$ cat src/rtl/riscv_pkg.sv
// Shared RV32I pipeline definitions: datapath width, reset PC, bubble encoding
// and the IF/ID bundle used by fetch, decode and hazard detection.
package riscv_pkg;

  localparam int              XLEN      = 32;
  localparam logic [XLEN-1:0] RESET_PC  = 32'h0000_0000;
  localparam logic [31:0]     NOP_INSTR = 32'h0000_0013;

  typedef struct packed {
    logic [XLEN-1:0] pc;
    logic [31:0]     instr;
    logic            valid;
  } if_id_t;

  // Instructions are word aligned; the low two target bits are dropped.
  function automatic logic [XLEN-1:0] align_pc(input logic [XLEN-1:0] addr);
    return {addr[XLEN-1:2], 2'b00};
  endfunction

endpackage

$ cat src/rtl/sat_counter.sv
// Event counter that sticks at all-ones instead of wrapping, with async clear.
module sat_counter #(
  parameter int WIDTH = 32
) (
  input  logic             clk,
  input  logic             clr,
  input  logic             inc,
  output logic [WIDTH-1:0] count
);

  localparam logic [WIDTH-1:0] ONE = WIDTH'(1);

  always_ff @(posedge clk or posedge clr) begin
    if (clr) begin
      count <= '0;
    end else if (inc && (count != '1)) begin
      count <= count + ONE;
    end
  end

endmodule

$ cat src/rtl/if_stage.sv
// Instruction fetch: PC register, next-PC select (redirect > stall > advance)
// and the IF/ID pipeline register, plus stall/flush performance counters.
module if_stage
  import riscv_pkg::*;
#(
  parameter int                XLEN      = riscv_pkg::XLEN,
  parameter logic [XLEN-1:0]   RESET_PC  = riscv_pkg::RESET_PC,
  parameter logic [31:0]       NOP_INSTR = riscv_pkg::NOP_INSTR
) (
  input  logic            CLK,
  input  logic            RST,
  input  logic            stall,
  input  logic            PCSrc,
  input  logic [XLEN-1:0] BR_TARGET,
  output logic [XLEN-1:0] IMEM_ADDR,
  input  logic [31:0]     IMEM_DATA,
  output logic [XLEN-1:0] IF_ID_PC,
  output logic [31:0]     IF_ID_INSTR,
  output logic            IF_ID_VALID,
  output logic            MISALIGN,
  output logic [31:0]     STALL_CNT,
  output logic [31:0]     FLUSH_CNT
);

  localparam logic [XLEN-1:0] PC_STEP = XLEN'(4);

  logic [XLEN-1:0] pc_q;
  logic [XLEN-1:0] if_id_pc_q;
  logic [31:0]     if_id_instr_q;
  logic            if_id_valid_q;
  logic            misalign_q;
  logic            stall_event;

  // A redirect outranks a stall, so a stalled cycle with PCSrc set is a flush.
  assign stall_event = stall & ~PCSrc;

  always_ff @(posedge CLK or posedge RST) begin
    if (RST) begin
      pc_q          <= RESET_PC;
      if_id_pc_q    <= '0;
      if_id_instr_q <= NOP_INSTR;
      if_id_valid_q <= 1'b0;
      misalign_q    <= 1'b0;
    end else if (PCSrc) begin
      pc_q          <= {BR_TARGET[XLEN-1:2], 2'b00};
      if_id_pc_q    <= '0;
      if_id_instr_q <= NOP_INSTR;
      if_id_valid_q <= 1'b0;
      if (BR_TARGET[1:0] != 2'b00) begin
        misalign_q <= 1'b1;
      end
    end else if (!stall) begin
      pc_q          <= pc_q + PC_STEP;
      if_id_pc_q    <= pc_q;
      if_id_instr_q <= IMEM_DATA;
      if_id_valid_q <= 1'b1;
    end
  end

  // Fetch address comes straight from the register; redirect only affects next PC.
  assign IMEM_ADDR   = pc_q;
  assign IF_ID_PC    = if_id_pc_q;
  assign IF_ID_INSTR = if_id_instr_q;
  assign IF_ID_VALID = if_id_valid_q;
  assign MISALIGN    = misalign_q;

  sat_counter #(.WIDTH(32)) u_stall_cnt (
    .clk   (CLK),
    .clr   (RST),
    .inc   (stall_event),
    .count (STALL_CNT)
  );

  sat_counter #(.WIDTH(32)) u_flush_cnt (
    .clk   (CLK),
    .clr   (RST),
    .inc   (PCSrc),
    .count (FLUSH_CNT)
  );

endmodule

$ cat config.mk
export PLATFORM = sky130hd
export DESIGN_NAME = if_stage
export DESIGN_NICKNAME = d
export VERILOG_FILES = /design/src/rtl/riscv_pkg.sv /design/src/rtl/sat_counter.sv /design/src/rtl/if_stage.sv
export SDC_FILE = /design/constraint.sdc
export NUM_CORES = 1
export LEC_CHECK = 0
export CORE_UTILIZATION = 45
export CTS_BUF_LIST = sky130_fd_sc_hd__clkbuf_8
export DETAILED_ROUTE_END_ITERATION = 16
export PLACE_DENSITY = 0.81
export SLEW_MARGIN = 15
export SYNTH_ARGS = -nofsm -noshare
export SYNTH_HDL_FRONTEND = slang
export SYNTH_SLANG_ARGS = --single-unit
$ cat constraint.sdc
create_clock -name CLK -period 8.75 [get_ports CLK]
set_clock_uncertainty 0.1 [all_clocks]
set_input_delay 1.3125 -clock CLK [delete_from_list [all_inputs] [get_ports CLK]]
set_output_delay 1.3125 -clock CLK [all_outputs]
set_load 0.02 [all_outputs]
* Yosys cells after proc, flatten, opt, wreduce, memory -nomap -nowiden *
Index checks and enable logic that the tools add are counted.

cells by class
  eq/ne operators = 3
  muxes and demuxes = 8
  add/subtract/negate cells = 3
  bitwise operators = 2
  reduce and logical (&&, ||, !) cells = 4

operators with widths
  operator                                                                 number
  32-bit 2-to-1 mux                                                        6
  32-bit by 1-bit adder with 32-bit output, second input constant          2
  32-bit inequality test, second input constant                            2
  32-bit by 3-bit adder with 32-bit output, second input constant          1
  1-bit logical AND                                                        2
  1-bit 2-to-1 mux                                                         2
  2-bit by 1-bit inequality test with 1-bit output, second input constant  1
  2-bit AND reduction                                                      1
  2-bit nonzero test                                                       1
  1-bit AND                                                                1
  1-bit inverter                                                           1

word-level totals
  bits in registers = 162
  bits of input ports = 68
  logic and storage cells = 27
  output and inout bits = 162

* Depth between registers and ports, before layout *
Gate-level depths: netlist (run 1).

  depth after elaboration = 3
  mapped depth = 7
  depth with buffers taken out = 6

* Cells and area by module *
Synthesis (run 1) repeated with hierarchy kept, for this count alone.

second synthesis, totals
  cells, all modules = 687
  area total of the unflattened synthesis = 7485.9 µm²

by module, submodules not included
  module       times used  seq. area each (µm²)  area an instance (µm²)  cells an instance
  if_stage     1           2381.0                4362.9                  409
  sat_counter  2           800.8                 1561.5                  139

* Worst setup path after synthesis (run 1) *
Ideal clock, no wire load.

  kind = input -> register
  from = in stall
  to = reg pc_q[29], in the netlist IMEM_ADDR[29]
  library setup time = 0.125 ns
  path buffers = 2
  stages on the path = 7
  data required time = 8.525 ns
  slack = 5.864 ns
  arrival = 2.661 ns
  cells stage by stage = clkbuf_1 -> and4b_1 -> buf_2 -> nand4_1 -> nor4_1 -> xnor2_1 -> mux2_2

between the ends
  longest elaborated chain between the ends = 1

RTL lines
  what                                                               line            text
  from (decl)                                                        if_stage.sv:12  input logic stall,
  2-bit by 1-bit inequality test with 1-bit output (no source line)  n/a
  to (signal assigned)                                               if_stage.sv:45  pc_q <= {BR_TARGET[XLEN-1:2], 2'b00};
  to (signal assigned)                                               if_stage.sv:53  pc_q <= pc_q + PC_STEP;
  to (decl)                                                          if_stage.sv:27  logic [XLEN-1:0] pc_q;

Every way passes these cells.
A chain may end at the register's enable or synchronous reset.

* Worst setup path after layout (run 1) *
  from = reg pc_q[26], in the netlist IMEM_ADDR[26]
  to = out IMEM_ADDR[26]

RTL lines
  what       line            text
  to (decl)  if_stage.sv:15  output logic [XLEN-1:0] IMEM_ADDR,

No word-level cell between the ends.

==> out/metrics.yaml, run 1 <==
cts_sinks: 159
synth_cell_types: 48
crit_start: "IMEM_ADDR[26]$_DFFE_PP0N_"
grt_max_degree: 81
core.rowCount: 46
yosys_warnings: 0
vias: 5876
die_y_um: 129.6
synth-seq-cells: 159
finalCriticalPeriod_ns: 3.069
syn2layout_area_growth_pct: 38.96
track_usage: 0.2268
setup_viol_count_final: 0
hold_start: "MISALIGN$_DFFE_PP0P_"
routed_via_density: 5.195
htreeDepth: 4
seq_area_frac_synth: 0.5434
final_nets: 973
required_ns: 7.34
cpPeakStageDelay_ns: 0.69
overflow: 0
cp_cell_sequence: "clkdlybuf4s50_1"
cp-start-kind: "flip-flop"
cts_hold_buf: 0
ios: 230
synth_area_sq_um: 7330
power_density_nw_per_um2: 179.0
cts_made_buffers: 17
drv_cap: 0
timing.final.crit_share: 0.3508
gp_congestion: 0.8126
dieArea_sq_um: 16800
min_path_type: "flip-flop to flip-flop"
insertion_delay_ns: 0.46
grt_pass1_vias: 5616
crit_fanout: 6
crit_arrival_ns: 1.66
root_buffer: "clkbuf_8"
port-buffer-count: 227
max-vdd-ir-drop_v: 0.0001668
cts_repair_resize_count: 0
core_area_sq_um: 15890
worst_pin_slew_ns: 1.006
rr_startpoint: "u_stall_cnt.count[20]$_DFFE_PP0P_"
antenna_found_initial: 1
synth-main-ff-cell: "dfrtp_1"
drtIter0Drc: 267
cts_tree: "built"
rsz0062_at_grt: "no"
clockBufferDepth: 2
power.leakage_nw: 4.355
dp_hpwl_um: 13270
wl_um: 18560
layout_setup_ws_ns: 5.681
cts_setup_buffers: 0
die_x_um: 129.6
hold_violations: 0
drc_errors: 0
status: "finished clean"
wl_per_cell_um: 16.41
slowest_stage: "clkdlybuf4s50_1"
maxSlewHeadroom: 0.3294
synth_area_per_cell_sq_um: 10.75
synth_edf_count: 0
grt_pass1_wl_um: 29150
initial_utilization: 0.4614
drt-pass1-iter-count: 4
setup_tns_ns: 0
path_buf_inv: 1
dp_slack_ns: 5.202
synthCells: 682
end_kind: "output port"
critPathKind: "flip-flop to output port"
synth_async_sr_flop_share: 1.000
slew_violations: 0
fmax_ghz: 0.3258
crit_family: "buffers and inverters"
antenna_left: 0
clk_pin_slew_worst_paths_ns: 0.09
drive_gt1_frac: 0.05580
[metal layers]
| metal | up-vias | track usage | routed length (um) |
|---|---|---|---|
| li1 | 2806 | - | - |
| met1 | 2835 | 0.3018 | 8003 |
| met2 | 209 | 0.3545 | 8694 |
| met3 | 26 | 0.06276 | 1522 |
| met4 | 0 | 0.08345 | 343 |
| met5 | - | 0 | 0 |
[final timing paths]
check | cells past startpoint | slack [ns] | to
max | 1 | 5.68 | IMEM_ADDR[26]
min | 1 | 0.39 | MISALIGN$_DFFE_PP0P_
max reg2reg | 5 | 6.42 | u_stall_cnt.count[4]$_DFFE_PP0P_
min reg2reg | 1 | 0.39 | MISALIGN$_DFFE_PP0P_
max in group asynchronous | 3 | 5.79 | u_stall_cnt.count[31]$_DFFE_PP0P_
min in group asynchronous | 2 | 1.26 | u_stall_cnt.count[24]$_DFFE_PP0P_
[registers in the layout (all words and copies together), names as in the netlist]
register	flops
IF_ID_INSTR	32
u_flush_cnt.count	32
u_stall_cnt.count	32
IF_ID_PC	31
IMEM_ADDR	30
IF_ID_VALID	1
MISALIGN	1
[final cells by class]
type                            count  area (sq um)
Fill cell                        1285          5700
Sequential cell                   159          3983
Multi-Input combinational cell    482          3169
Timing Repair Buffer              230          2290
Tap cell                          216         270.3
Clock buffer                       18         247.7
Clock inverter                     13         172.7
Inverter                           12         50.05
Antenna cell                        1         2.502
[through the flow]
stage | total power (W) | cells | hold slack [ns] | instance area (sq um) | util
after CTS | 0.001846 | 1130 | 0.3916 | 10180 | 0.6410
final | 0.001823 | 1131 | 0.3877 | 10180 | 0.6411
after detailed placement | 0.001266 | 1099 | 0.3642 | 9762 | 0.6145
after global placement | 0.001259 | 1099 | 0.3767 | 9762 | 0.6145
after floorplan | 0.001069 | 683 | 0.4769 | 7333 | -
after global routing | 0.001918 | 1131 | 0.4193 | 10180 | 0.6411
[synthesized netlist by cell type (all sizes together) (4+ instances only)]
library cell	count	area (sq um)
mux2	4	45.04
buf	19	95.09
nand2b	4	25.02
xor2	27	236.5
nand2	60	225.2
and2	5	31.28
xnor2	64	560.5
dfrtp	156	3904
nor3	17	85.08
nand4	38	237.7
o21ai	29	145.1
mux2i	63	630.6
nand3	33	170.2
and4	8	70.07
and3	8	50.05
clkbuf	11	41.29
inv	12	45.04
nor2	79	296.5
nor4	14	100.1
[power by group]
part / total (W) / switching, W / internal (W)
combinational: 0.000375 / 0.000187 / 0.000188
clock: 0.000575 / 0.000262 / 0.000313
sequential: 0.000873 / 0.0000775 / 0.000795
[placed cells by master (no fill, tap or decap), types with 2 or more instances in the layout]
cell type	Yosys	routed
and2_1	5	5
and3_1	8	8
and4_1	8	8
buf_4	4	5
bufinv_16	0	4
clkbuf_8	0	18
clkdlybuf4s50_1	0	225
clkinv_2	0	4
clkinv_4	0	2
conb_1	1	2
dfrtp_1	156	156
dfstp_2	3	3
ha_1	3	3
inv_1	12	13
mux2_1	2	2
mux2_2	2	2
mux2i_1	63	63
nand2_1	60	60
nand2b_1	4	4
nand3_1	32	32
nand4_1	38	38
nor2_1	79	79
nor2b_1	2	2
nor3_1	17	17
nor3b_1	3	3
nor4_1	12	12
nor4_2	2	2
o21ai_0	22	22
o21ai_1	7	7
or2_2	3	3
xnor2_1	64	64
xor2_1	27	27
[kinds of logic (layout without fill, tap and decap cells)]
kind of cell	Yosys count	in the layout	synth area share
xor+xnor	91	91	0.1087
other cells	1	3	0.0005116
simple gates	280	280	0.1915
flops	159	159	0.5434
compound gates	39	39	0.03380
fa+ha+maj	3	3	0.005122
buf+inv	42	273	0.02475
mux	67	67	0.09218
Note: power is estimated with default switching activity, not from simulation.
==> inputs of run 2 (changes only) <==
Settings changed: CORE_UTILIZATION 45 to 44, PLACE_DENSITY 0.81 to 0.82.
Clock period 8.75 ns to 2.7 ns, I/O delays scaled along.
==> run 2 against run 1 <==
Compared with the run above:
- final area rose by 0.91%
- non-clock buffer count rose by 6
- highest routed layer unchanged
- critical path type is now flip-flop to flip-flop
- total power rose to 3.3 times the previous value
- combinational power rose to 3.3 times the previous value
- register-to-register slack got worse by 6.0 ns
- worst setup slack got worse by 5.3 ns
- routed wire length rose by 2.1%
- die area rose by 2.2%
- count of clock-buffer cells in the layout rose by 1
- utilization fell by 0.11 points
==> out/metrics.yaml, run 2 (same netlist as run 1, synthesis figures left out) <==
gp_congestion: 0.8325  # was 0.8126
status: "finished clean"  # unchanged
reg2reg_to: "u_flush_cnt.count[1]$_DFFE_PP0P_"  # was u_stall_cnt.count[4]$_DFFE_PP0P_
port-buffer-count: 227  # unchanged
timing.final.crit_share: 0.8498
fmax_ghz: 0.4358
final_common_cell: "clkdlybuf4s50_1"  # unchanged
cts_hold_buf: 0  # unchanged
power_density_nw_per_um2: 586.3  # was 179.0 nW/um^2
cp-start-kind: "flip-flop"  # unchanged
grt_pass1_vias: 5641  # was 5616
track_usage: 0.2222  # was 0.2268
crit_start: "u_flush_cnt.count[11]$_DFFE_PP0P_"  # was IMEM_ADDR[26]$_DFFE_PP0N_
power.leakage_nw: 4.397  # was 4.355 nW
clk_pin_slew_worst_paths_ns: 0.09  # about the same
initial_utilization: 0.4564  # was 0.4614
maxSlewHeadroom: 0.2472  # was 0.3294
end_kind: "flip-flop"  # was output port
drtIter0Drc: 262  # was 267
core_area_sq_um: 16060  # was 15890 sq um
grt_max_degree: 117  # was 81
rr_startpoint: "u_flush_cnt.count[11]$_DFFE_PP0P_"  # was u_stall_cnt.count[20]$_DFFE_PP0P_
clockBufferDepth: 2  # unchanged
final_area_sq_um: 10280  # was 10180 sq um
root_buffer: "clkbuf_8"  # unchanged
drive_gt1_frac: 0.06406  # was 0.05580
diodes: 0  # was 1
die_x_um: 131.1  # was 129.6 um
drc_errors: 0  # unchanged
vias: 5908  # was 5876
overflow: 0  # unchanged
cts_made_buffers: 17  # unchanged
grt_pass1_wl_um: 29120  # was 29150 um
htreeDepth: 4  # unchanged
core.rowCount: 46  # unchanged
syn2layout_area_growth_pct: 40.22  # was 38.96%
drt-pass1-iter-count: 4  # unchanged
rsz0062_at_grt: "no"  # unchanged
slew_violations: 0  # unchanged
wl_per_cell_um: 16.67  # was 16.41 um
finalCriticalPeriod_ns: 2.294
hold_violations: 0  # unchanged
endpoint: "u_flush_cnt.count[1]$_DFFE_PP0P_"  # was IMEM_ADDR[26]
final_nets: 979  # was 973
layout_common_cells: "225 x clkdlybuf4s50_1, 156 x dfrtp_1, 79 x nor2_1"  # unchanged
max-vdd-ir-drop_v: 0.0004984  # was 0.0001668 V
cts_setup_buffers: 0  # unchanged
crit_fanout: 16  # was 6
reg2reg_depth: 4  # was 5
fillCellCount: 1278  # was 1285
hold_start: "PCSrc"  # was MISALIGN$_DFFE_PP0P_
required_ns: 2.92  # was 7.34 ns
crit_arrival_ns: 2.52  # was 1.66 ns
setup_viol_count_final: 0  # unchanged
drv_cap: 0  # unchanged
ios: 230  # unchanged
setup_tns_ns: 0  # unchanged
die_y_um: 131.1  # was 129.6 um
hold_slack_ns: 0.1875  # was 0.3877 ns
insertion_delay_ns: 0.44  # was 0.46 ns
dp_hpwl_um: 13410  # was 13270 um
antenna_left: 0  # unchanged
cts_sinks: 159  # unchanged
dieArea_sq_um: 17180  # was 16800 sq um
placed_area_sq_um: 9831  # was 9762 sq um
wl_um: 18950  # was 18560 um
worst_pin_slew_ns: 1.129  # was 1.006 ns
routed_via_density: 5.196  # was 5.195
reg2reg_slack_ns: 0.41  # was 6.42 ns
cts_repair_resize_count: 0  # unchanged
antenna_found_initial: 0  # was 1
cts_tree: "built"  # unchanged
critPathKind: "flip-flop to flip-flop"  # was flip-flop to output port
min_path_type: "input port to flip-flop"  # was flip-flop to flip-flop
run 2: how the worst min path moves through the flow:
stage                     slack [ns]                         to  depth (start not counted)
final                           0.19       MISALIGN$_DFFE_PP0P_                          3
after global placement          0.36       MISALIGN$_DFFE_PP0P_                          1
after detailed placement        0.36       MISALIGN$_DFFE_PP0P_                          1
after floorplan                 0.43  IMEM_ADDR[10]$_DFFE_PP0N_                          2
after CTS                       0.16       MISALIGN$_DFFE_PP0P_                          3
after global routing            0.22       MISALIGN$_DFFE_PP0P_                          3
run 2: per-layer routing:
metal / wire length [um] / vias up / global-route usage
li1: - / 2817 / -
met1: 8097 / 2874 / 0.2812
met2: 9042 / 197 / 0.3673
met3: 1571 / 20 / 0.06696
met4: 240 / 0 / 0.06694
met5: 0 / - / 0
run 2: power by group:
part / leakage (nW) / internal (W) / switching (W)
registers: 2.08 / 0.00258 / 0.000254
logic: 2.09 / 0.000623 / 0.000618
clock network: 0.228 / 0.00106 / 0.000892
total: 4.40 / 0.00426 / 0.00176
run 2: final cells by class:
type	instances	area [sq um]	share of cell area
repair buffers	236	2360	0.2296
well taps	216	270.3	0.02630
inverters	12	48.80	0.004748
flip-flops and latches	159	3983	0.3875
clock inverters	13	185.2	0.01802
multi-input cells	482	3169	0.3084
clock buffers	19	261.5	0.02544
run 2: per-stage QoR:
step | std cells | total power [W] | utilization | setup slack, ns
after floorplan | 683 | 0.003465 | - | 0.1826
after global placement | 1105 | 0.004095 | 0.6122 | 0.5124
after detailed placement | 1105 | 0.004127 | 0.6122 | 0.4388
after CTS | 1137 | 0.006098 | 0.6400 | 0.4158
after global routing | 1137 | 0.006317 | 0.6400 | 0.3210
final | 1137 | 0.006025 | 0.6400 | 0.4056
run 2: worst max-delay path, stage by stage, from the launching register on:
cell,delay [ns]
dfrtp_1,0.50
nand4_1,0.25
or4_4,0.61
o31a_4,0.38
mux2_1,0.33
==> inputs of run 3 (changes only) <==
Settings changed: CORE_UTILIZATION 44 to 45, PLACE_DENSITY 0.82 to 0.81.
Clock period 2.7 ns to 2.3 ns, I/O delays scaled along.
==> run 3 against run 2 <==
Compared with the run above:
- register-to-register slack worse by 0.31 ns
- die area shrank 2.2%
- utilization rose by 1.7 points
- critical path type unchanged
- critical endpoint is now u_flush_cnt.count[5]$_DFFE_PP0P_
- largest power group unchanged
==> out/metrics.yaml, run 3 (same netlist as run 1, synthesis figures left out) <==
status: "finished clean"  # unchanged
critPathKind: "flip-flop to flip-flop"  # unchanged
dieArea_sq_um: 16800  # was 17180 sq um
slowest_stage: "or4_4"  # unchanged
crit_fanout: 16  # unchanged
root_buffer: "clkbuf_8"  # unchanged
clockBufferDepth: 2  # unchanged
crit_family: "simple AND/OR/NAND/NOR gates"  # unchanged
htreeDepth: 4  # unchanged
dp_slack_ns: 0.1386  # was 0.4388 ns
timing.final.crit_share: 0.9598  # was 0.8498
ios: 230  # unchanged
required_ns: 2.53  # was 2.92 ns
worst_pin_slew_ns: 0.9478  # was 1.129 ns
dp_hpwl_um: 14170  # was 13410 um
cts_made_buffers: 17  # unchanged
power_density_nw_per_um2: 678.3  # was 586.3 nW/um^2
placed_area_sq_um: 9998  # was 9831 sq um
layout_setup_ws_ns: 0.09243  # was 0.4056 ns
cpPeakStageDelay_ns: 0.58  # was 0.61 ns
grt_pass1_wl_um: 30840  # was 29120 um
rr_startpoint: "u_flush_cnt.count[12]$_DFFE_PP0P_"  # was u_flush_cnt.count[11]$_DFFE_PP0P_
drtIter0Drc: 246  # was 262
track_usage: 0.2413  # was 0.2222
reg2reg_slack_ns: 0.09  # was 0.41 ns
grt_pass1_vias: 5954  # was 5641
wl_per_cell_um: 17.11  # was 16.67 um
die_x_um: 129.6  # was 131.1 um
insertion_delay_ns: 0.46  # was 0.44 ns
cts_tree: "built"  # unchanged
setup_viol_count_final: 0  # unchanged
drt-pass1-iter-count: 4  # unchanged
max-vdd-ir-drop_v: 0.0005429  # was 0.0004984 V
maxSlewHeadroom: 0.3681  # was 0.2472
slew_violations: 0  # unchanged
reg2reg_to: "u_flush_cnt.count[5]$_DFFE_PP0P_"  # was u_flush_cnt.count[1]$_DFFE_PP0P_
port-buffer-count: 227  # unchanged
fmax_ghz: 0.4530  # was 0.4358 GHz
finalCriticalPeriod_ns: 2.208  # was 2.294 ns
drive_gt1_frac: 0.08404  # was 0.06406
power.leakage_nw: 4.504  # was 4.397 nW
cts_sinks: 159  # unchanged
cts_hold_buf: 0  # unchanged
routed_via_density: 5.241  # was 5.196
grt_max_degree: 114  # was 117
wl_um: 19780  # was 18950 um
drv_cap: 0  # unchanged
final_common_cell: "clkdlybuf4s50_1"  # unchanged
clk_pin_slew_worst_paths_ns: 0.08  # was 0.09 ns
cp-start-kind: "flip-flop"  # unchanged
antenna_left: 0  # unchanged
end_kind: "flip-flop"  # unchanged
hold_violations: 0  # unchanged
cts_setup_buffers: 0  # unchanged
crit_cells: 5  # was 4
vias: 6059  # was 5908
die_y_um: 129.6  # was 131.1 um
initial_utilization: 0.4614  # was 0.4564
syn2layout_area_growth_pct: 42.47  # was 40.22%
hold_start: "PCSrc"  # unchanged
drc_errors: 0  # unchanged
diodes: 0  # unchanged
cp_cell_sequence: "nand4_1 > or4_4 > o31a_4 > nor3b_1 > xor2_1"  # was nand4_1 > or4_4 > o31a_4 > mux2_1
final_area_sq_um: 10440  # was 10280 sq um
overflow: 0  # unchanged
antenna_found_initial: 0  # unchanged
path_buf_inv: 0  # unchanged
whs_endpoint: "IF_ID_PC[21]$_DFFE_PP0N_"  # was MISALIGN$_DFFE_PP0P_
reg2reg_depth: 5  # was 4
final_nets: 998  # was 979
hold_depth: 2  # was 3
core.rowCount: 46  # unchanged
crit_arrival_ns: 2.44  # was 2.52 ns
layout_common_cells: "225 x clkdlybuf4s50_1, 156 x dfrtp_1, 79 x nor2_1"  # unchanged
core_area_sq_um: 15890  # was 16060 sq um
min_path_type: "input port to flip-flop"  # unchanged
gp_congestion: 0.8246  # was 0.8325
-- run 3: changes by cell type in the layout (fill, tap and decap cells not counted), sizes merged --
cell / delta
buf: +19
clkinvlp: -1
clkinv: +2
inv: -1
-- run 3: what timing repair did --
item / 4_1_cts / 5_1_grt
resized for setup: 0 / 2
endpoints found under the setup margin: 0 / 2
endpoints found under the hold margin: 0 / 0
-- run 3: report_power, final --
group | switching [W] | internal (W) | total, W | leakage, nW
registers | 0.000276 | 0.00302 | 0.00330 | 2.08
logic | 0.000760 | 0.000756 | 0.00152 | 2.19
clock network | 0.00104 | 0.00123 | 0.00227 | 0.232
-- run 3: metrics by stage --
step,cells,setup TNS [ns],hold slack [ns],power (W),utilization
after floorplan,683,-24.56,0.3660,0.004067,-
after global placement,1124,0,0.3542,0.004840,0.6294
after detailed placement,1124,0,0.3570,0.004879,0.6294
after CTS,1156,0,0.03623,0.007148,0.6566
after global routing,1156,-0.005666,0.06479,0.007392,0.6574
final,1156,0,0.05825,0.007083,0.6574
-- run 3: how the worst max path moves through the flow --
| stage | start | endpoint | slack (ns) |
|---|---|---|---|
| after detailed placement | IMEM_ADDR[13]$_DFFE_PP0N_ | IMEM_ADDR[28]$_DFFE_PP0N_ | 0.14 |
| after floorplan | RST | IF_ID_INSTR[10]$_DFFE_PP0N_ | -0.16 |
| after CTS | u_flush_cnt.count[12]$_DFFE_PP0P_ | u_flush_cnt.count[5]$_DFFE_PP0P_ | 0.11 |
| after global placement | u_flush_cnt.count[2]$_DFFE_PP0P_ | u_flush_cnt.count[25]$_DFFE_PP0P_ | 0.19 |
| after global routing | IMEM_ADDR[13]$_DFFE_PP0N_ | IMEM_ADDR[30]$_DFFE_PP0N_ | -0.006 |
| final | u_flush_cnt.count[12]$_DFFE_PP0P_ | u_flush_cnt.count[5]$_DFFE_PP0P_ | 0.09 |
-- run 3: routing by layer --
layer	global-route usage	up-vias	wire length [um]
met5	0	-	0
met4	0.09234	0	353
met3	0.07556	31	1663
met2	0.3970	203	9475
met1	0.2971	2986	8287
li1	-	2839	-
-- run 3: area by class of cell --
class / instances / area (sq um)
Tap cell: 216 / 270.3
Clock inverter: 13 / 170.2
Clock buffer: 19 / 261.5
Multi-Input combinational cell: 482 / 3182
Sequential cell: 159 / 3983
Fill cell: 1280 / 5443
Timing Repair Buffer: 255 / 2527
Inverter: 12 / 48.80
==> patch 1: new RTL, settings of run 2 <==
Set the package constant `XLEN` to 16 (it was 32).
--- a/src/rtl/riscv_pkg.sv
+++ b/src/rtl/riscv_pkg.sv
@@ -2,7 +2,7 @@
 // and the IF/ID bundle used by fetch, decode and hazard detection.
 package riscv_pkg;
 
-  localparam int              XLEN      = 32;
+  localparam int              XLEN      = 16;
   localparam logic [XLEN-1:0] RESET_PC  = 32'h0000_0000;
   localparam logic [31:0]     NOP_INSTR = 32'h0000_0013;
 
Interface: changed (resized BR_TARGET, IF_ID_PC and IMEM_ADDR); port bits go from 230 to 182. The function was not compared with the original's and may differ.
==> patch 1 against run 2 <==
  * Via count is 20% lower
  * Sequential cell count is 32 lower
  * Total power decreased by 15%
  * Critical path depth is 2 higher
  * Final area is 21% lower
  * Worst setup slack lost 0.078 ns
  * Wire length decreased by 23%
  * Synthesized area is 22% lower
  * Largest cell class unchanged
  * Largest power group unchanged
==> patch 1: results (changes against run 2) <==
metric;value;unit;change
status;complete, no violations;;
cts.clk_slew.worst_paths;0.07;ns;-0.02 ns
grt_use_total;22.3;%;+0.037 points
antenna_found_initial;0;;unchanged
nNetsFinal;776;;-21%
synthTopCellsByCount;dfrtp_1, nor2_1, mux2i_1;;
post_synth_num_cell_types;37;;-23%
post_cts_resized;0;;unchanged
grt.met1_usage;26.7;%;-1.4 points
async_flop_share;100;%;unchanged
drive_gt1_share;7.36;%;+0.95 points
h-tree-depth;4;;unchanged
fillCellCount;995;;-22%
r2r-start;u_stall_cnt.count[0];;
grt_pass1_vias;4668;;-17%
ctsLongestPathBuffers;2;;unchanged
yosys-top-cells-area;dfrtp_1, mux2i_1, xnor2_1;;
root_buffer;clkbuf_8;;
swShare;29.2;%;-0.037 points
first_iter_violations;275;;+5.0%
yosysSeqAreaShare;55.4;%;+1.0 points
cts-buffers-inserted;17;;unchanged
peakVddDrop;0.382;mV;-23%
critPathLaunchType;flip-flop;;
drc;0;;unchanged
crit_slowest_cell;or4_1;;
dpl_cell_area;7740;um2;-21%
yosysWarningCount;0;;unchanged
grt_max_degree;72;;-38%
numPortBuffers;179;;-21%
cpPeakStageDelay;0.66;ns;+0.05 ns
tightestPinTransition;0.885;ns;-0.244 ns
met2_usage;36.6;%;-0.16 points
place.gp.congestion;0.866;;+4.0%
use_met3;7.37;%;+0.67 points
grt_pass1_wl;23.0;mm;-21%
dpl.hpwl;10.5;mm;-21%
diodes;0;;unchanged
holdBufCountCts;0;;unchanged
via_per_inst;5.19;;about the same
hp-class;input port to async pin;;
wl_per_cell;16.0;um;-3.8%
cp.arrival;2.64;ns;+0.12 ns
path_max_fanout;6;;-10
leakage;0.00354;uW;-19%
dr.pass1.iters;4;;unchanged
post_cts_buffers;0;;unchanged
insertion_delay;0.45;ns;
==> patch 1: cell count changes after synthesis, sizes merged, moves of 13 or more <==
cell   change
xnor2     -22
o21ai     -15
nand2     -20
dfrtp     -32
nor2      -13
mux2i     -18
nand4     -13
==> patch 1: area by class of cell <==
class	count	share of cell area, %
clock buffers	18	3.03
clock inverters	14	2.14
inverters	10	0.506
multi-input cells	376	29.8
flip-flops and latches	127	39.0
well taps	172	2.63
repair buffers	189	22.9
==> patch 1: critical path, delay by kind of cell, from the launching register on <==
| kind | cells | cell delay [ns] |
|---|---|---|
| AND/OR/NAND/NOR | 4 | 1.40 |
| adder cells (fa/ha/maj) | 1 | 0.22 |
| flip-flops | 1 | 0.43 |
| XOR/XNOR | 1 | 0.15 |
==> patch 1: logic make-up (layout without fill, tap and decap cells) <==
group	count (synthesis)	in the layout	share of synthesized area, %
flops	127	127	55.4
simple gates	225	225	19.2
compound gates	23	23	2.61
xor+xnor	75	75	11.4
other cells	1	2	0.0653
mux	48	48	8.43
fa+ha+maj	3	3	0.653
buf+inv	31	231	2.26
==> patch 1: routing by layer <==
layer	up-vias	routed length [um]
li1	2208	-
met1	2312	6040
met2	161	7120
met3	22	1130
met4	0	242
met5	-	0
==> patch 1: worst paths after layout <==
path,depth (start not counted),slack [ns],to
setup / recovery,6,0.33,u_stall_cnt.count[22]
hold / removal,2,0.20,u_flush_cnt.count[20]
setup reg to reg,6,0.33,u_stall_cnt.count[22]
hold reg to reg,1,0.38,MISALIGN
max in group asynchronous,3,1.58,IF_ID_INSTR[0]
min in group CLK,3,0.23,u_flush_cnt.count[5]
==> patch 1: power by group through the flow <==
stage	combinational, uW	clock, uW	sequential (uW)
2_1_floorplan	329	0	2490
3_3_place_gp	1040	0	2300
3_5_place_dp	1070	0	2320
4_1_cts	1070	1800	2280
5_1_grt	1130	1880	2320
6_report	1060	1760	2290
==> patch 1: metrics by stage <==
step / cells / utilization, % / setup WS (ns)
2_1_floorplan: 534 / - / 0.418
3_3_place_gp: 874 / 61.1 / 0.467
3_5_place_dp: 874 / 61.1 / 0.340
4_1_cts: 906 / 64.5 / 0.330
5_1_grt: 906 / 64.5 / 0.174
6_report: 906 / 64.5 / 0.327
